==> src/rtl/apb_rr_master.sv <==
// Round-robin APB master: arbitrates NUM_REQ single-command requesters onto one
// APB bus and returns read data or a timeout error to the winner.
module apb_rr_master #(
  parameter int NUM_REQ = 4,
  parameter int ADDR_W  = 32,
  parameter int DATA_W  = 8,
  parameter int TIMEOUT = 16
) (
  input  logic                      clk,
  input  logic                      reset,
  input  logic [NUM_REQ-1:0]        req_valid,
  input  logic [NUM_REQ-1:0]        req_write,
  input  logic [NUM_REQ*ADDR_W-1:0] req_addr,
  input  logic [NUM_REQ*DATA_W-1:0] req_wdata,
  output logic [NUM_REQ-1:0]        req_grant,
  output logic [NUM_REQ-1:0]        rsp_valid,
  output logic [DATA_W-1:0]         rsp_rdata,
  output logic                      rsp_err,
  output logic [ADDR_W-1:0]         addr,
  output logic [DATA_W-1:0]         w_data,
  input  logic [DATA_W-1:0]         r_data,
  output logic                      selx,
  output logic                      enable,
  output logic                      write,
  output logic                      read,
  input  logic                      ready
);

  localparam int IDX_W = (NUM_REQ > 1) ? $clog2(NUM_REQ) : 1;
  localparam int CNT_W = (TIMEOUT > 0) ? $clog2(TIMEOUT + 1) : 1;
  localparam logic [IDX_W:0]   NREQ    = (IDX_W + 1)'(NUM_REQ);
  localparam logic [IDX_W-1:0] LAST_RST = IDX_W'(NUM_REQ - 1);
  localparam logic [CNT_W-1:0] TO_VAL  = CNT_W'(TIMEOUT);
  localparam logic [CNT_W-1:0] CNT_MAX = {CNT_W{1'b1}};

  typedef enum logic [1:0] {IDLE, SETUP, ACCESS} state_t;

  state_t              state_q, state_d;
  logic [IDX_W-1:0]    last_q, last_d;
  logic [CNT_W-1:0]    cnt_q, cnt_d;
  logic [NUM_REQ-1:0]  req_grant_q, req_grant_d;
  logic [NUM_REQ-1:0]  rsp_valid_q, rsp_valid_d;
  logic [DATA_W-1:0]   rsp_rdata_q, rsp_rdata_d;
  logic                rsp_err_q, rsp_err_d;
  logic [ADDR_W-1:0]   addr_q, addr_d;
  logic [DATA_W-1:0]   w_data_q, w_data_d;
  logic                selx_q, selx_d;
  logic                enable_q, enable_d;
  logic                write_q, write_d;
  logic                read_q, read_d;

  logic [ADDR_W-1:0]   addr_arr  [NUM_REQ];
  logic [DATA_W-1:0]   wdata_arr [NUM_REQ];
  logic [IDX_W:0]      cand;
  logic [IDX_W-1:0]    win_idx;
  logic                win_found;
  logic                timeout_hit;

  generate
    for (genvar gi = 0; gi < NUM_REQ; gi++) begin : g_unpack
      assign addr_arr[gi]  = req_addr[gi*ADDR_W +: ADDR_W];
      assign wdata_arr[gi] = req_wdata[gi*DATA_W +: DATA_W];
    end
  endgenerate

  // Search starts one past the previous winner and wraps, so the last winner
  // always ends up with the lowest priority.
  always_comb begin
    cand      = '0;
    win_idx   = '0;
    win_found = 1'b0;
    for (int k = 1; k <= NUM_REQ; k++) begin
      cand = {1'b0, last_q} + (IDX_W + 1)'(k);
      if (cand >= NREQ) cand = cand - NREQ;
      if (!win_found && req_valid[cand[IDX_W-1:0]]) begin
        win_found = 1'b1;
        win_idx   = cand[IDX_W-1:0];
      end
    end
  end

  assign timeout_hit = (TIMEOUT != 0) && (cnt_q == TO_VAL);

  always_comb begin
    state_d     = state_q;
    last_d      = last_q;
    cnt_d       = cnt_q;
    req_grant_d = '0;
    rsp_valid_d = '0;
    rsp_rdata_d = rsp_rdata_q;
    rsp_err_d   = rsp_err_q;
    addr_d      = addr_q;
    w_data_d    = w_data_q;
    selx_d      = selx_q;
    enable_d    = enable_q;
    write_d     = write_q;
    read_d      = read_q;
    case (state_q)
      IDLE: begin
        if (win_found) begin
          state_d              = SETUP;
          last_d               = win_idx;
          req_grant_d[win_idx] = 1'b1;
          addr_d               = addr_arr[win_idx];
          w_data_d             = wdata_arr[win_idx];
          write_d              = req_write[win_idx];
          read_d               = ~req_write[win_idx];
          selx_d               = 1'b1;
          enable_d             = 1'b0;
        end
      end
      SETUP: begin
        state_d  = ACCESS;
        enable_d = 1'b1;
        cnt_d    = '0;
      end
      ACCESS: begin
        // A ready slave wins over a timeout that expires in the same cycle.
        if (ready || timeout_hit) begin
          state_d             = IDLE;
          selx_d              = 1'b0;
          enable_d            = 1'b0;
          write_d             = 1'b0;
          read_d              = 1'b0;
          rsp_valid_d[last_q] = 1'b1;
          rsp_err_d           = ~ready;
          rsp_rdata_d         = (ready && read_q) ? r_data : '0;
        end else if (cnt_q != CNT_MAX) begin
          cnt_d = cnt_q + CNT_W'(1);
        end
      end
      default: state_d = IDLE;
    endcase
  end

  always_ff @(posedge clk or posedge reset) begin
    if (reset) begin
      state_q     <= IDLE;
      last_q      <= LAST_RST;
      cnt_q       <= '0;
      req_grant_q <= '0;
      rsp_valid_q <= '0;
      rsp_rdata_q <= '0;
      rsp_err_q   <= 1'b0;
      addr_q      <= '0;
      w_data_q    <= '0;
      selx_q      <= 1'b0;
      enable_q    <= 1'b0;
      write_q     <= 1'b0;
      read_q      <= 1'b0;
    end else begin
      state_q     <= state_d;
      last_q      <= last_d;
      cnt_q       <= cnt_d;
      req_grant_q <= req_grant_d;
      rsp_valid_q <= rsp_valid_d;
      rsp_rdata_q <= rsp_rdata_d;
      rsp_err_q   <= rsp_err_d;
      addr_q      <= addr_d;
      w_data_q    <= w_data_d;
      selx_q      <= selx_d;
      enable_q    <= enable_d;
      write_q     <= write_d;
      read_q      <= read_d;
    end
  end

  assign req_grant = req_grant_q;
  assign rsp_valid = rsp_valid_q;
  assign rsp_rdata = rsp_rdata_q;
  assign rsp_err   = rsp_err_q;
  assign addr      = addr_q;
  assign w_data    = w_data_q;
  assign selx      = selx_q;
  assign enable    = enable_q;
  assign write     = write_q;
  assign read      = read_q;

endmodule

==> config.mk <==
export PLATFORM = sky130hd
export DESIGN_NAME = apb_rr_master
export DESIGN_NICKNAME = d
export VERILOG_FILES = /design/src/rtl/apb_rr_master.sv
export SDC_FILE = /design/constraint.sdc
export NUM_CORES = 1
export LEC_CHECK = 0
export CORE_ASPECT_RATIO = 0.9
export CORE_MARGIN = 2
export CORE_UTILIZATION = 43
export DETAILED_ROUTE_END_ITERATION = 10
export PLACE_DENSITY_LB_ADDON = 0.05
export SLEW_MARGIN = 20
export SYNTH_ARGS = -nofsm -noshare
export SYNTH_HDL_FRONTEND = slang
export SYNTH_SLANG_ARGS = --single-unit
==> constraint.sdc <==
create_clock -name clk -period 5.85 [get_ports clk]
set_input_delay 1.17 -clock clk [delete_from_list [all_inputs] [get_ports clk]]
set_output_delay 1.17 -clock clk [all_outputs]
set_load 0.05 [all_outputs]
* Word level (Yosys, flattened, before mapping) *
Cells that the tools add are included.

operators by class
  reductions and logical operators = 20
  order comparisons = 13
  add/sub/neg operators = 9
  equal/unequal tests = 8
  mux-type cells = 52
  bitwise operators = 3

operators by type and width
  kind                 count
  $bmux 32 s2          1
  $mux 32              2
  $mux 8               3
  $mux 2               10
  $lt 2x3->1 const B   6
  $bmux 8 s2           1
  $mux 1               16
  $mux 4               4
  $ge 3x3->1 const B   5
  $bmux 1 s2           5
  $mux 5               2
  $pmux 5 s2           1
  $reduce_and 3->1     3
  $ne 2x2->1 const B   4
  $sub 2x1->2 const B  4
  $add 2x2->3 const B  2
  $logic_and 1x1->1    6
  $pmux 1 s2           3
  $pmux 2 s3           1
  $reduce_and 2->1     3
  $add 5x1->5 const B  1
  $eq 5x5->1 const B   1
  $ne 5x5->1 const B   1
  $demux 1 s2          2
  13 further kinds     18

word-level totals
  logic and storage cells = 118
  register bits = 70
  bits of input ports = 179

* Longest topological paths before layout *
Gate-level depths: netlist (run 1).

  word-level depth = 21
  depth in mapped cells = 14
  mapped depth without buffers = 8

* Worst setup path after synthesis (run 1) *
No wires, ideal clock.

  path type = register to register
  start = register last_q[0]
  end = register addr_q[10], in the netlist addr[10]
  data required time = 5.725 ns
  stages on the path, launching flop included = 13
  arrival = 3.587 ns
  slack = 2.138 ns
  path buffers = 4
  cell sequence = dfstp_2 > buf_2 > clkinv_1 > clkbuf_1 > ha_1 > clkbuf_1 > mux4_2 > nand2b_1 > buf_2 > a21oi_4 > nor2_4 > mux4_2 > mux2_2

on the way
  longest elaborated chain between the ends = 19
  elaborated cells on any way between the ends = 43

ends and longest elaborated chain
  what                                         RTL line  text
  start, declared                              39        logic [IDX_W-1:0] last_q, last_d;
  start signal, assigned                       153       last_q <= last_d;
  $add 2x1->3                                  73        cand = {1'b0, last_q} + (IDX_W + 1)'(k);
  $ge 3x3->1 or $sub 2x1->2 (tied branches)    74        if (cand >= NREQ) cand = cand - NREQ;
  $mux 2                                       74
  $bmux 1 s2                                   75        if (!win_found && req_valid[cand[IDX_W-1:0]]) begin
  $mux 1 (implied by the code)                 75
  $mux 1                                       75
  $logic_not 1->1                              75
  $logic_and 1x1->1                            75
  (+2 left out)                                n/a
  $logic_and 1x1->1                            75
  $mux 1                                       75
  $logic_not 1->1                              75
  $logic_and 1x1->1                            75
  $mux 2                                       75
  $not 2->3 (implied by the code)              104       addr_d = addr_arr[win_idx];
  $bmux 32 s2                                  104
  $mux 32 (implied by the code) (2 in series)  104
  end signal, assigned                         159       addr_q <= addr_d;
  end, declared                                45        logic [ADDR_W-1:0] addr_q, addr_d;

Several ways; a longest one is shown, not always the timed one. The select of a mux whose other input is x is not followed.
A chain may end at the register's enable or synchronous reset.

* Final worst setup path (run 1) *
  start = register last_q[0]
  end = register addr_q[26], in the netlist addr[26]

Same word-level chain as after synthesis.

==> out/qor.tcl, run 1 <==
set qor(outcome) {finished clean}
set qor(synth_top_cells_by_area) {dfrtp_1 38%, mux2i_1 5.2%, nand3_1 4.5%, a21boi_0 3.9%, a211oi_1 3.7%}
set qor(grt_pass1_wl_um) 24200
set qor(clock-root-buffer) {clkbuf_16}
set qor(place_congestion) 0.874
set qor(synthArstFlopShare) 1.00
set qor(track_usage) 0.271
set qor(vias_in_the_first_global_route) 4940
set qor(ys_seq_elements) 70
set qor(clkTransAtPathRegs_ns) 0.07
set qor(end_kind) {register}
set qor(mappedNetlistNets) 677
set qor(fmaxAchievable_mhz) 208
set qor(finalSetupViolCount) 0
set qor(total_number_of_h_tree_levels) 3
set qor(postCtsSetupBuffers) 0
set qor(cells_along_the_critical_path) {clkinv_1, ha_1, mux4_2, and2b_1, nor3_4, or3_1, a211oi_1, nor3_1}
set qor(rsz0062_at_grt) {false}
set qor(port_buffers) 239
set qor(cp.required_ns) 6.09
set qor(grt_overflow_total) 0
set qor(placed_cells) 826
set qor(setup_total_negative_slack_ns) 0
set qor(syn_avg_cell_area_um2) 9.08
set qor(worst_clk_skew_ns) 0.00943
set qor(holdCritPathClass) {register to register}
set qor(die_footprint_mm2) 0.0111
set qor(ctsHoldBuffers) 0
set qor(area.growth.synth_to_final_pct) 62.0
set qor(routedWlPerCell_um) 18.5
set qor(power_mw) 4.42
set qor(cp_slowest_cell) {nor3_4}
set qor(design.final.nets) 897
set qor(static-leakage-power_nw) 2.85
set qor(worst-slew-pin-transition_ns) 1.06
set qor(drive_gt1_frac) 0.0631
set qor(finalWorstPathRequiredPeriod_ns) 4.81
set qor(cp.buffers_inverters) 1
set qor(drcViolationCount) 0
set qor(dr.first_iter.drc_count) 238
set qor(core_region_area_mm2) 0.0101
set qor(synth-warning-count) 0
set qor(routed-via-count) 4836
set qor(ant_nets) 0
set qor(final_design_area_no_fill_mm2) 0.00718
set qor(syn_inst) 488
set qor(synth.top_cell.area_share) 0.384
set qor(power-per-cell-area_mw_per_mm2) 616
set qor(worst-setup-path-type) {register to register}
set qor(worst_path_dominant_cell_family) {simple AND/OR/NAND/NOR gates}
set qor(critical_path_peak_fanout) 24
set qor(synth_edf_count) 0
set qor(vdd.ir_drop.worst_uv) 442
set qor(timing.critical_path.slowest_cell_delay_ns) 0.82
set qor(cts_tree) {built}
set qor(synthDistinctLibCells) 50
set qor(num_rows) 35
set qor(final.period_utilization) 0.822
set qor(io_pins) 240
set qor(synth-seq-area-share) 0.396
set qor(initial_antenna_violation_count) 0
set qor(insertion_delay_to_the_later_sink_of_the_worst_skew_pair_ns) 0.34
set qor(drt-vias-per-instance) 5.74
set qor(diodes) 0
set qor(drv_slew) 0
set qor(initial_core_util) 0.438
set qor(postSynth.topFlopCell) {dfrtp_1}
set qor(drt_wl_total_um) 15600
set qor(critPathArrivalTime_ns) 5.05
set qor(grt_max_degree) 41
set qor(dpl-instance-area_mm2) 0.00688
set qor(chipHeight_um) 100
set qor(tritoncts_buffer_count) 9
set qor(synth.largest_area_cell) {dfrtp_1}
set qor(finalNonFillerCells) 842
set qor(clk_path_buf_depth) 2
set qor(maxCapViolCount) 0
set qor(max_slew_margin) 0.296
set qor(floorplan.die.width_um) 111
set qor(setup.worst_path.start_class) {register}
set qor(cts_repair_resize_count) 0
set qor(firstDrtPassIters) 5
set qor(clock-sinks) 70
set qor(count_of_endpoints_failing_hold_in_the_final_timing_report) 0
set qor(netlist_area_mm2) 0.00443
set qor(sum_of_net_half_perimeters_after_detailed_placement_um) 11400
## layout by cell type (no fill, tap or decap), types with 16 or more instances in the layout
master,synthesis,final
dfrtp_1,68,68
nor3_1,22,22
nor2_1,32,32
o2111ai_1,16,16
o211ai_1,18,18
o22ai_1,22,22
nand3_1,40,40
mux2i_1,23,23
clkdlybuf4s50_1,0,239
nand2_1,42,42
o21ai_0,33,33
nand2b_1,18,18
a211oi_1,22,22
a21boi_0,23,23
## routing by layer
metal,routed length (um),vias to the layer above,track usage
met5,0,-,0
met4,326,0,0.0981
met3,1110,29,0.0713
met2,7870,187,0.487
met1,6260,2360,0.314
li1,-,2260,-
## metrics by stage
| stage | setup WS, ns | hold slack (ns) | utilization |
|---|---|---|---|
| after detailed placement | 1.12 | 0.470 | 0.681 |
| after floorplan | 2.14 | 0.478 | - |
| after global routing | 0.705 | 0.527 | 0.709 |
| final | 1.04 | 0.479 | 0.709 |
| after global placement | 1.30 | 0.453 | 0.681 |
| after CTS | 1.10 | 0.484 | 0.708 |
## kinds of logic after synthesis
family	count (synthesis)	share of synthesized area
buf+inv	48	0.0449
compound gates	154	0.244
simple gates	170	0.184
flops	70	0.396
fa+ha+maj	10	0.0282
mux	36	0.103
## worst reg2reg max path, cell delays in order, from the launching register on
cell and delay (ns):
dfstp_2 0.75, clkinv_1 0.56, ha_1 0.66, mux4_2 0.39, and2b_1 0.35, nor3_4 0.82
or3_1 0.81, a211oi_1 0.14, nor3_1 0.24
## state kept, by name, summed over array words and instances, names as in the netlist, 2 cells and up
signal and flops:
req_grant 4, last_q 2, w_data 8, state_q 2, cnt_q 5, rsp_rdata 8, addr 32, rsp_valid 4
## power by group
| part | leakage [nW] | switching (mW) | internal (mW) |
|---|---|---|---|
| Clock | 0.142 | 0.234 | 0.293 |
| Combinational | 1.85 | 1.95 | 1.08 |
| Sequential | 0.859 | 0.147 | 0.715 |
## layout make-up
type	count	area (um2)
Timing Repair Buffer	245	2440
Tap cell	129	161
Clock buffer	9	225
Multi-Input combinational cell	370	2500
Sequential cell	70	1750
Fill cell	816	2940
Inverter	12	45.0
Clock inverter	7	56.3
## final timing paths
kind	to	cells past startpoint	startpoint	slack [ns]
min in group asynchronous	w_data[1]	2	reset	1.32
hold reg to reg	rsp_rdata[2]	2	rsp_rdata[2]	0.48
setup reg to reg	addr[26]	8	last_q[0]	1.04
setup / recovery	addr[26]	8	last_q[0]	1.04
hold / removal	rsp_rdata[2]	2	rsp_rdata[2]	0.48
max in group asynchronous	last_q[1]	3	reset	3.54
## synth_stat cells (18+ instances only)
cell type / n
a211oi_1: 22
nand2_1: 42
o22ai_1: 22
nor3_1: 22
nand3_1: 40
clkbuf_1: 22
o21ai_0: 33
dfrtp_1: 68
a21boi_0: 23
nor2_1: 32
nand2b_1: 18
mux2i_1: 23
o211ai_1: 18
Power figures use the tool's default switching activity.
==> inputs of run 2 (changes only) <==
Settings changed: CORE_UTILIZATION 43 to 40.
Clock period 5.85 ns to 4.85 ns, I/O delays scaled along.
==> out/qor.tcl, run 2 (same netlist as run 1, synthesis figures left out) <==
set qor(ctsHoldBuffers) 0 ;# unchanged
set qor(clock-sinks) 70 ;# unchanged
set qor(drt_wl_total_um) 15500 ;# -0.56%
set qor(vdd.ir_drop.worst_uv) 393 ;# -11%
set qor(grt_max_degree) 41 ;# unchanged
set qor(postCtsSetupBuffers) 0 ;# unchanged
set qor(static-leakage-power_nw) 2.86 ;# +0.38%
set qor(core_region_area_mm2) 0.0108 ;# +6.9%
set qor(final.period_utilization) 0.781
set qor(dr.first_iter.drc_count) 226 ;# -5.0%
set qor(post-place-ws_ns) 0.703 ;# -0.416 ns
set qor(design.final.nets) 903 ;# +0.67%
set qor(rsz0062_at_grt) {false}
set qor(clock-root-buffer) {clkbuf_16}
set qor(port_buffers) 239 ;# unchanged
set qor(routedWlPerCell_um) 18.2 ;# -1.7%
set qor(power-per-cell-area_mw_per_mm2) 737 ;# +20%
set qor(cts_tree) {built}
set qor(grt_overflow_total) 0 ;# unchanged
set qor(worst-slew-pin-transition_ns) 0.866 ;# -0.189 ns
set qor(critPathArrivalTime_ns) 4.00 ;# -1.05 ns
set qor(timing.critical_path.slowest_cell_delay_ns) 0.73 ;# -0.09 ns
set qor(outcome) {finished clean}
set qor(clkTransAtPathRegs_ns) 0.06 ;# about the same
set qor(io_pins) 240 ;# unchanged
set qor(layout.cells.most_common_list) {239 x clkdlybuf4s50_1, 68 x dfrtp_1, 42 x nand2_1, 40 x nand3_1, 33 x o21ai_0}
set qor(initial_core_util) 0.410 ;# -0.0281
set qor(sum_of_net_half_perimeters_after_detailed_placement_um) 11500 ;# +0.64%
set qor(drv_slew) 0 ;# unchanged
set qor(met2_capacity_usage_during_global_routing) 0.454 ;# -0.0323
set qor(ant_nets) 0 ;# unchanged
set qor(die_footprint_mm2) 0.0119 ;# +7.2%
set qor(firstDrtPassIters) 4 ;# -1
set qor(grt-busiest-layer) {met2}
set qor(holdCritPathClass) {register to register}
set qor(count_of_endpoints_failing_hold_in_the_final_timing_report) 0 ;# unchanged
set qor(worst_clk_skew_ns) 0.00599 ;# -0.00344 ns
set qor(vias_in_the_first_global_route) 4955 ;# +0.30%
set qor(drcViolationCount) 0 ;# unchanged
set qor(drive_gt1_frac) 0.0695 ;# +0.00643
set qor(cts_repair_resize_count) 0 ;# unchanged
set qor(cp_slowest_cell) {or3_1}
set qor(area.growth.synth_to_final_pct) 62.6
set qor(met3_usage) 0.0708 ;# -0.000454
set qor(worst_slack_ns) 1.06 ;# +0.0187 ns
set qor(reg2reg_setup_slack_ns) 1.11 ;# +0.07 ns
set qor(initial_antenna_violation_count) 0 ;# unchanged
set qor(insertion_delay_to_the_later_sink_of_the_worst_skew_pair_ns) 0.34 ;# about the same
set qor(cells_along_the_critical_path) {clkdlybuf4s50_1, mux4_2, and2b_1, nor3_4, or3_1, a211oi_1, nor3_1}
set qor(routed-via-count) 4775 ;# -1.3%
set qor(finalWorstPathRequiredPeriod_ns) 3.79
set qor(layout.cells.most_common) {clkdlybuf4s50_1}
set qor(fmaxAchievable_mhz) 264
set qor(setup.worst_path.start_class) {primary input}
set qor(grt_pass1_wl_um) 24400 ;# +0.54%
set qor(drt-vias-per-instance) 5.60 ;# -2.4%
set qor(num_rows) 36 ;# +2.9%
set qor(place_congestion) 0.822 ;# -6.0%
set qor(chipHeight_um) 104 ;# +3.5%
set qor(setup_total_negative_slack_ns) 0 ;# unchanged
set qor(critical_path_peak_fanout) 24 ;# unchanged
set qor(diodes) 0 ;# unchanged
set qor(end_kind) {register}
set qor(cp.required_ns) 5.06 ;# -1.03 ns
set qor(finalSetupViolCount) 0 ;# unchanged
set qor(track_usage) 0.256 ;# -0.0147
set qor(tritoncts_buffer_count) 9 ;# unchanged
set qor(largest_register_ff_count) 32 ;# unchanged
set qor(clk_path_buf_depth) 2 ;# unchanged
set qor(worst-setup-path-type) {primary input to register}
set qor(total_number_of_h_tree_levels) 3 ;# unchanged
set qor(floorplan.die.width_um) 115 ;# +3.5%
set qor(maxCapViolCount) 0 ;# unchanged
set qor(met1_usage) 0.292 ;# -0.0218
set qor(max_slew_margin) 0.423 ;# +0.126
-- run 2: cell count changes in the layout (fill, tap and decap cells not counted), sizes merged --
cell,previous run,this run
buf,6,12
clkbuf,9,10
inv,14,11
clkinvlp,0,2
-- run 2: critical path, delay by kind of cell --
kind	cells	cell delay (ns)
and+or+nand+nor	4	1.52
muxes	1	0.56
AOI/OAI and AO/OA	1	0.39
buffers and inverters	1	0.55
-- run 2: layer usage --
metal / vias up / part of all wire
met5: - / 0
met4: 0 / 0.021
met3: 26 / 0.085
met2: 196 / 0.51
met1: 2276 / 0.39
li1: 2277 / -
-- run 2: cell type report --
cell class	instances	area [um2]
Fill cell	904	3610
Multi-Input combinational cell	370	2490
Timing Repair Buffer	251	2480
Sequential cell	70	1750
Clock buffer	10	229
Tap cell	133	166
Inverter	12	46.3
Clock inverter	6	38.8
-- run 2: report_power, final --
group	total (mW)	switching, mW	internal, mW
clock	0.611	0.265	0.345
sequential	1.04	0.176	0.863
combinational	3.66	2.33	1.33
-- run 2: metrics by stage --
step           std cells  power [mW]  hold WS [ns]  cell area [um2]  utilization
2_1_floorplan        488        3.58         0.478             4430            -
3_3_place_gp         836        4.63         0.455             6940        0.642
3_5_place_dp         836        4.72         0.469             6940        0.642
4_1_cts              852        5.34         0.484             7200        0.666
5_1_grt              852        5.67         0.501             7200        0.666
6_report             852        5.31         0.479             7200        0.666
-- run 2: final timing paths --
kind / startpoint / to / depth (start not counted)
min: rsp_rdata[7] / rsp_rdata[7] / 2
max reg2reg: last_q[0] / addr[10] / 9
max in group asynchronous: reset / last_q[1] / 3
min in group asynchronous: reset / req_grant[1] / 2
max: req_valid[1] / w_data[1] / 7
min reg2reg: rsp_rdata[7] / rsp_rdata[7] / 2
